### config.mk
export PLATFORM = sky130hd
export DESIGN_NAME = instr_queue
export DESIGN_NICKNAME = d
export VERILOG_FILES = /design/src/rtl/instr_queue_pkg.sv /design/src/rtl/instr_queue_perf.sv /design/src/rtl/instr_queue.sv
export SDC_FILE = /design/constraint.sdc
export NUM_CORES = 2
export LEC_CHECK = 0
export CAP_MARGIN = 40
export CORE_ASPECT_RATIO = 0.75
export CORE_UTILIZATION = 40
export CTS_BUF_LIST = sky130_fd_sc_hd__clkbuf_8 sky130_fd_sc_hd__clkbuf_16
export CTS_CLUSTER_DIAMETER = 100
export DETAILED_ROUTE_END_ITERATION = 10
export GPL_ROUTABILITY_DRIVEN = 0
export SLEW_MARGIN = 20
export SYNTH_ARGS = -nofsm -noshare
export SYNTH_HDL_FRONTEND = slang
export SYNTH_SLANG_ARGS = --single-unit
### constraint.sdc
create_clock -name clk -period 4.1 [get_ports clk]
set_input_delay 0.82 -clock clk [delete_from_list [all_inputs] [get_ports clk]]
set_output_delay 0.82 -clock clk [all_outputs]
set_load 0.02 [all_outputs]
### src/rtl/instr_queue_pkg.sv
// Shared types for the fetch-to-decode instruction queue.
// The queue entry carries the fetched PC, the raw instruction word,
// the branch predictor's verdict and the call/return hints used by the RAS.
package instr_queue_pkg;

    localparam int IQ_DEPTH_DEFAULT = 8;
    localparam int XLEN             = 32;

    typedef logic [XLEN-1:0] addr_t;

    typedef struct packed {
        logic  valid;
        logic  taken;
        addr_t target;
    } branch_predict_t;

    typedef struct packed {
        addr_t           pc;
        logic [31:0]     instr;
        branch_predict_t bp_info;
        logic            is_ret;
        logic            is_call;
    } iq_entry_t;

    // Number of entries offered by a two-slot valid vector. Slot 1 only
    // counts when slot 0 is also valid, so "10" contributes nothing.
    function automatic logic [1:0] slot_count(input logic [1:0] v);
        if (!v[0]) begin
            return 2'd0;
        end
        return v[1] ? 2'd2 : 2'd1;
    endfunction

endpackage

### src/rtl/instr_queue_perf.sv
// Saturating occupancy counters for the instruction queue.
// Only compiled when IQ_PERF_EN is defined; otherwise the queue ties its
// counter outputs to zero and this module does not exist in the build.
`ifdef IQ_PERF_EN
module iq_perf (
    input  logic        clk,
    input  logic        resetn,
    input  logic        is_empty,
    input  logic        is_full,
    output logic [31:0] empty_cycles,
    output logic [31:0] full_cycles
);

    logic [31:0] empty_cycles_q, empty_cycles_d;
    logic [31:0] full_cycles_q,  full_cycles_d;

    // Count qualifying cycles, holding at all-ones instead of wrapping.
    always_comb begin
        empty_cycles_d = empty_cycles_q;
        full_cycles_d  = full_cycles_q;
        if (is_empty && (empty_cycles_q != 32'hFFFF_FFFF)) begin
            empty_cycles_d = empty_cycles_q + 32'd1;
        end
        if (is_full && (full_cycles_q != 32'hFFFF_FFFF)) begin
            full_cycles_d = full_cycles_q + 32'd1;
        end
    end

    // Counter registers; only reset clears them, a queue flush does not.
    always_ff @(posedge clk) begin
        if (!resetn) begin
            empty_cycles_q <= '0;
            full_cycles_q  <= '0;
        end else begin
            empty_cycles_q <= empty_cycles_d;
            full_cycles_q  <= full_cycles_d;
        end
    end

    assign empty_cycles = empty_cycles_q;
    assign full_cycles  = full_cycles_q;

endmodule
`endif

### src/rtl/instr_queue.sv
// Dual-issue instruction queue between fetch and decode.
// Circular flop array with separate head/tail pointers and an explicit
// occupancy count (full is count == DEPTH, never pointer equality).
// Optional occupancy counters are built when IQ_PERF_EN is defined.
module instr_queue
    import instr_queue_pkg::*;
#(
    parameter int DEPTH = IQ_DEPTH_DEFAULT
) (
    input  logic            clk,
    input  logic            resetn,
    input  logic [1:0]      in_valid,
    input  iq_entry_t [1:0] in_entry,
    output logic            in_ready,
    output logic [1:0]      out_valid,
    output iq_entry_t [1:0] out_entry,
    input  logic [1:0]      out_pop,
    input  logic            flush,
    output logic [31:0]     empty_cycles,
    output logic [31:0]     full_cycles
);

    localparam int PW = $clog2(DEPTH);
    localparam int CW = PW + 1;
    localparam logic [CW-1:0] DEPTH_C = CW'(DEPTH);

    logic [PW-1:0] head_q, head_d;
    logic [PW-1:0] tail_q, tail_d;
    logic [CW-1:0] count_q, count_d;
    iq_entry_t     mem_q [DEPTH];
    iq_entry_t     mem_d [DEPTH];

    logic [PW-1:0] head_p1;
    logic [PW-1:0] tail_p1;
    logic          push_ok;
    logic          pop0;
    logic          pop1;
    logic [1:0]    n_push;
    logic [1:0]    n_pop;

    assign head_p1 = head_q + PW'(1);
    assign tail_p1 = tail_q + PW'(1);

    // Handshake outputs depend only on the registered count and flush, so
    // decode's pop decision never feeds back into fetch's ready.
    always_comb begin
        in_ready  = (count_q <= (DEPTH_C - CW'(2)));
        out_valid = 2'b00;
        if (!flush) begin
            out_valid[0] = (count_q >= CW'(1));
            out_valid[1] = (count_q >= CW'(2));
        end
    end

    // Present the two oldest entries; invalid slots read as zero.
    always_comb begin
        out_entry[0] = out_valid[0] ? mem_q[head_q]  : '0;
        out_entry[1] = out_valid[1] ? mem_q[head_p1] : '0;
    end

    // Accepted push and pop amounts. A "10" pop is not contiguous and is
    // dropped; push eligibility looks only at the pre-pop count.
    always_comb begin
        push_ok = in_ready && !flush;
        n_push  = push_ok ? slot_count(in_valid) : 2'd0;
        pop0    = out_pop[0] && out_valid[0];
        pop1    = out_pop[0] && out_pop[1] && out_valid[1];
        n_pop   = {1'b0, pop0} + {1'b0, pop1};
    end

    // Next pointers, count and storage; flush wins over push and pop.
    always_comb begin
        head_d  = head_q + PW'(n_pop);
        tail_d  = tail_q + PW'(n_push);
        count_d = count_q + CW'(n_push) - CW'(n_pop);
        mem_d   = mem_q;
        if (n_push != 2'd0) begin
            mem_d[tail_q] = in_entry[0];
        end
        if (n_push == 2'd2) begin
            mem_d[tail_p1] = in_entry[1];
        end
        if (flush) begin
            head_d  = '0;
            tail_d  = '0;
            count_d = '0;
        end
    end

    // State registers; reset overrides push, pop and flush.
    always_ff @(posedge clk) begin
        if (!resetn) begin
            head_q  <= '0;
            tail_q  <= '0;
            count_q <= '0;
            for (int i = 0; i < DEPTH; i++) begin
                mem_q[i] <= '0;
            end
        end else begin
            head_q  <= head_d;
            tail_q  <= tail_d;
            count_q <= count_d;
            mem_q   <= mem_d;
        end
    end

`ifdef IQ_PERF_EN
    logic perf_empty;
    logic perf_full;

    assign perf_empty = (count_q == '0);
    assign perf_full  = !in_ready;

    iq_perf u_perf (
        .clk          (clk),
        .resetn       (resetn),
        .is_empty     (perf_empty),
        .is_full      (perf_full),
        .empty_cycles (empty_cycles),
        .full_cycles  (full_cycles)
    );
`else
    assign empty_cycles = '0;
    assign full_cycles  = '0;
`endif

endmodule

==> out/metrics.csv <==
stage;metric;value;unit
outcome;outcome;complete, no violations;
route;met2 wire len;95000;um
route;drt wl/cell;29.0;um
clock_tree;# hold bufs at CTS;0;
floorplan;Initial Util;40.5;%
synthesis;Cell Area, Synth;0.0489;sq mm
placement;placed insts;7439;
route;routed via count;49800;
global_routing;vias in the first global route;47600;
min_path;Worst Hold End;mem_q[568];
sta;Final min period;4.07;ns
job;Max Cap Viol;0;
floorplan;Core Area;0.121;sq mm
clock_tree;htree depth;3;
floorplan;I/O pins;474;
worst_setup_path;Req. time, crit path;3.28;ns
synthesis;syn avg cell area;8.17;sq um
worst_setup_path;Worst EP arrival;3.25;ns
floorplan;Die Ht;305;um
floorplan;Chip Width;406;um
sta;Least-Margin Pin Slew;1.02;ns
synthesis;Yosys reg bits;810;
sta;clk_skew;0.0130;ns
min_path;Min-Delay Startpoint;mem_q[568];
placement;Port-buffer cells;409;
clock_tree;CTS Root Cell;clkbuf_16;
floorplan;row cnt;110;
synthesis;sequential area share after synthesis;33.1;%
route;DRC viols;0;
clock_tree;clock-pin slew on the worst setup and hold paths;0.06;ns
clock_tree;# clock sinks;810;
sta;final setup violation count;0;
min_path;worst hold stages;2;
sta;Final Hold Viols;0;
global_routing;GRT Residual Overflow;0;
sta;Final Cycle Share;99.3;%
clock_tree;CTS Buffer Depth;3;
route;top sig layer;met5;
worst_setup_path;CP Max Fanout;100;
worst_setup_path;CP Capture Type;output pin;
global_routing;GR Util All Layers;34.2;%
clock_tree;CTS buffer count;89;
placement;DP HPWL;115000;um
worst_setup_path;crit start category;register;
synthesis;Post-Synthesis Cells;5991;
finish;P&R area growth vs syn;15.8;%
global_routing;first-pass GRT wire length;319000;um
route;Initial DRC Count;6737;
route;Metal-1 WL;86800;um
global_routing;largest net degree at the start of global routing;138;
power;Worst VDD drop;0.310;mV
power;pwr/cell area;361;mW/mm^2
worst_setup_path;crit path kind;register to output pin;
finish;filler-free cell count of the finished design;7617;
finish;share of cells above drive strength 1;13.8;%
finish;fin nets;6139;
floorplan;Die ar.;0.124;sq mm
route;WL final;221000;um
worst_setup_path;cells on worst reg2reg path;7;
route;metal3 WL;30000;um
clock_tree;clk_lat worst skew;0.69;ns
min_path;Hold WC Path Type;register to register;
route;1st-pass router iterations;6;
placement;worst slack at placement;0.198;ns
global_routing;initial antenna violation count;21;
sta;RSZ-0062 raised after global routing;true;
power;Tot Pwr;20500;uW
sta;Slew HR;31.9;%
route;vias per cell;6.53;
clock_tree;TritonCTS clock tree;built;
sta;post-route worst setup slack;0.0278;ns
worst_setup_path;reg-to-reg endpoint;mem_q[242];
finish;Filler cells;11500;
sta;f_max;246;MHz
worst_setup_path;worst reg2reg setup slack;0.87;ns
route;Routed Antenna Nets;0;
sta;Slew Viols, Final;0;
worst_setup_path;reg2reg start;tail_q[0];
synthesis;Netlist cell types;43;
power;leak pwr;0.0169;uW
synthesis;YS warnings;0;
## Yosys cell counts, drive strengths merged
| cell | number | area share (%) |
|---|---|---|
| nor2b | 3 | 0.038 |
| nand4 | 10 | 0.13 |
| nand4b | 2 | 0.049 |
| inv | 17 | 0.13 |
| nor2 | 108 | 0.83 |
| conb | 1 | 0.0077 |
| nand2 | 1803 | 14 |
| ha | 11 | 0.28 |
| nor4 | 6 | 0.077 |
| nand4bb | 2 | 0.046 |
| a21o | 2 | 0.031 |
| a31oi | 800 | 10 |
| clkbuf | 325 | 2.5 |
| and2 | 4 | 0.051 |
| o21ai | 800 | 8.2 |
| a21oi | 102 | 1.0 |
| nand2b | 100 | 1.3 |
| and4 | 2 | 0.036 |
| mux4 | 400 | 18 |
| and4bb | 1 | 0.026 |
| or4 | 6 | 0.092 |
| nor3 | 1 | 0.010 |
| dfxtp | 810 | 33 |
| and3 | 3 | 0.049 |
| a21bo | 1 | 0.020 |
| nor4b | 1 | 0.049 |
| mux2i | 100 | 2.0 |
| nand3 | 6 | 0.061 |
| a21boi | 1 | 0.015 |
| xnor2 | 4 | 0.072 |
| fa | 4 | 0.16 |
| xor2 | 4 | 0.087 |
| or2 | 100 | 1.3 |
| buf | 451 | 5.7 |
## worst max-delay path: stages (launching register included)
cell and delay [ns]:
dfxtp_1 0.33, inv_1 0.07, ha_1 0.21, a21o_4 0.23
buf_12 0.25, a21oi_1 0.52, clkdlybuf4s50_1 0.68
## cell type report
type | instances | area, sq um | area share [%]
repair buffers | 548 | 6170 | 10.9
inverters | 17 | 63.8 | 0.113
flip-flops and latches | 810 | 16200 | 28.6
multi-input cells | 4451 | 29100 | 51.4
well taps | 1624 | 2030 | 3.59
diodes | 9 | 22.5 | 0.0398
clock inverters | 44 | 408 | 0.720
clock buffers | 114 | 2620 | 4.62
## flip-flops by register name (all words and copies together) (netlist names)
| name | count |
|---|---|
| mem_q | 800 |
| count_q | 4 |
| head_q | 3 |
| tail_q | 3 |
## repair_timing
action                     CTS  global route
gates cloned                 0             4
setup endpoints to repair  104            62
gates resized for setup     83            33
buffers inserted             0             7
## stage by stage
| step | TNS [ns] | util [%] | instance area, sq um | hold slack (ns) |
|---|---|---|---|---|
| 2_1_floorplan | 0 | - | 49200 | 0.446 |
| 3_3_place_gp | 0 | 44.2 | 53300 | 0.465 |
| 3_5_place_dp | 0 | 44.2 | 53400 | 0.475 |
| 4_1_cts | -0.975 | 46.7 | 56400 | 0.483 |
| 5_1_grt | -0.263 | 46.9 | 56600 | 0.498 |
| 6_report | 0 | 46.9 | 56700 | 0.482 |
## routing by layer
layer  up-vias  GRT usage [%]
met5         -              0
met1     24200           46.9
met4        26           14.4
met2      3812           50.3
met3       633           9.71
li1      21100              -
## kinds of logic (layout without fill, tap and decap cells)
| family | Yosys count | count (layout) | share of synthesized area, % |
|---|---|---|---|
| buffers and inverters | 793 | 723 | 8.35 |
| and+or+nand+nor | 2158 | 2158 | 17.9 |
| AOI/OAI and AO/OA | 1706 | 1706 | 19.5 |
| adders and majority gates | 15 | 15 | 0.445 |
| xor gates and xnor gates | 8 | 8 | 0.159 |
| muxes | 500 | 500 | 20.5 |
| DFF | 810 | 810 | 33.1 |
| other | 1 | 73 | 0.00766 |
## how the worst max path moves through the flow
stage	cells past startpoint	end	from	slack [ns]
floorplan	14	count_q[3]	flush	0.69
global placement	5	out_entry[100]	flush	0.16
detailed placement	5	out_entry[100]	flush	0.20
CTS	5	out_entry[2]	head_q[0]	-0.11
global route	8	out_entry[141]	head_q[0]	-0.03
finish	6	out_entry[132]	count_q[2]	0.03
## power by group
part | total [uW] | internal [uW] | switching (uW)
clock network | 8590 | 4970 | 3630
logic | 3650 | 1300 | 2350
registers | 8210 | 8060 | 152
total | 20500 | 14300 | 6130
## placed cells by master, fill, tap and decap left out, types with 7 or more instances in the layout
| cell | instances |
|---|---|
| a21oi_2 | 7 |
| mux2i_1 | 94 |
| conb_1 | 64 |
| o21ai_1 | 245 |
| or2_2 | 100 |
| clkinv_2 | 10 |
| nor2_1 | 108 |
| nand4_1 | 10 |
| nand2_1 | 1803 |
| a31oi_1 | 800 |
| o21ai_0 | 555 |
| ha_1 | 10 |
| mux4_2 | 400 |
| clkbuf_8 | 21 |
| nand2b_1 | 100 |
| inv_1 | 38 |
| dlygate4sd2_1 | 58 |
| a21oi_1 | 93 |
| bufinv_16 | 8 |
| clkdlybuf4s15_1 | 8 |
| dfxtp_1 | 807 |
| buf_4 | 54 |
| buf_16 | 10 |
| clkbuf_16 | 97 |
| diode_2 | 9 |
| clkdlybuf4s50_1 | 339 |
| buf_12 | 63 |
No activity file was read; power rests on OpenSTA's default activity.
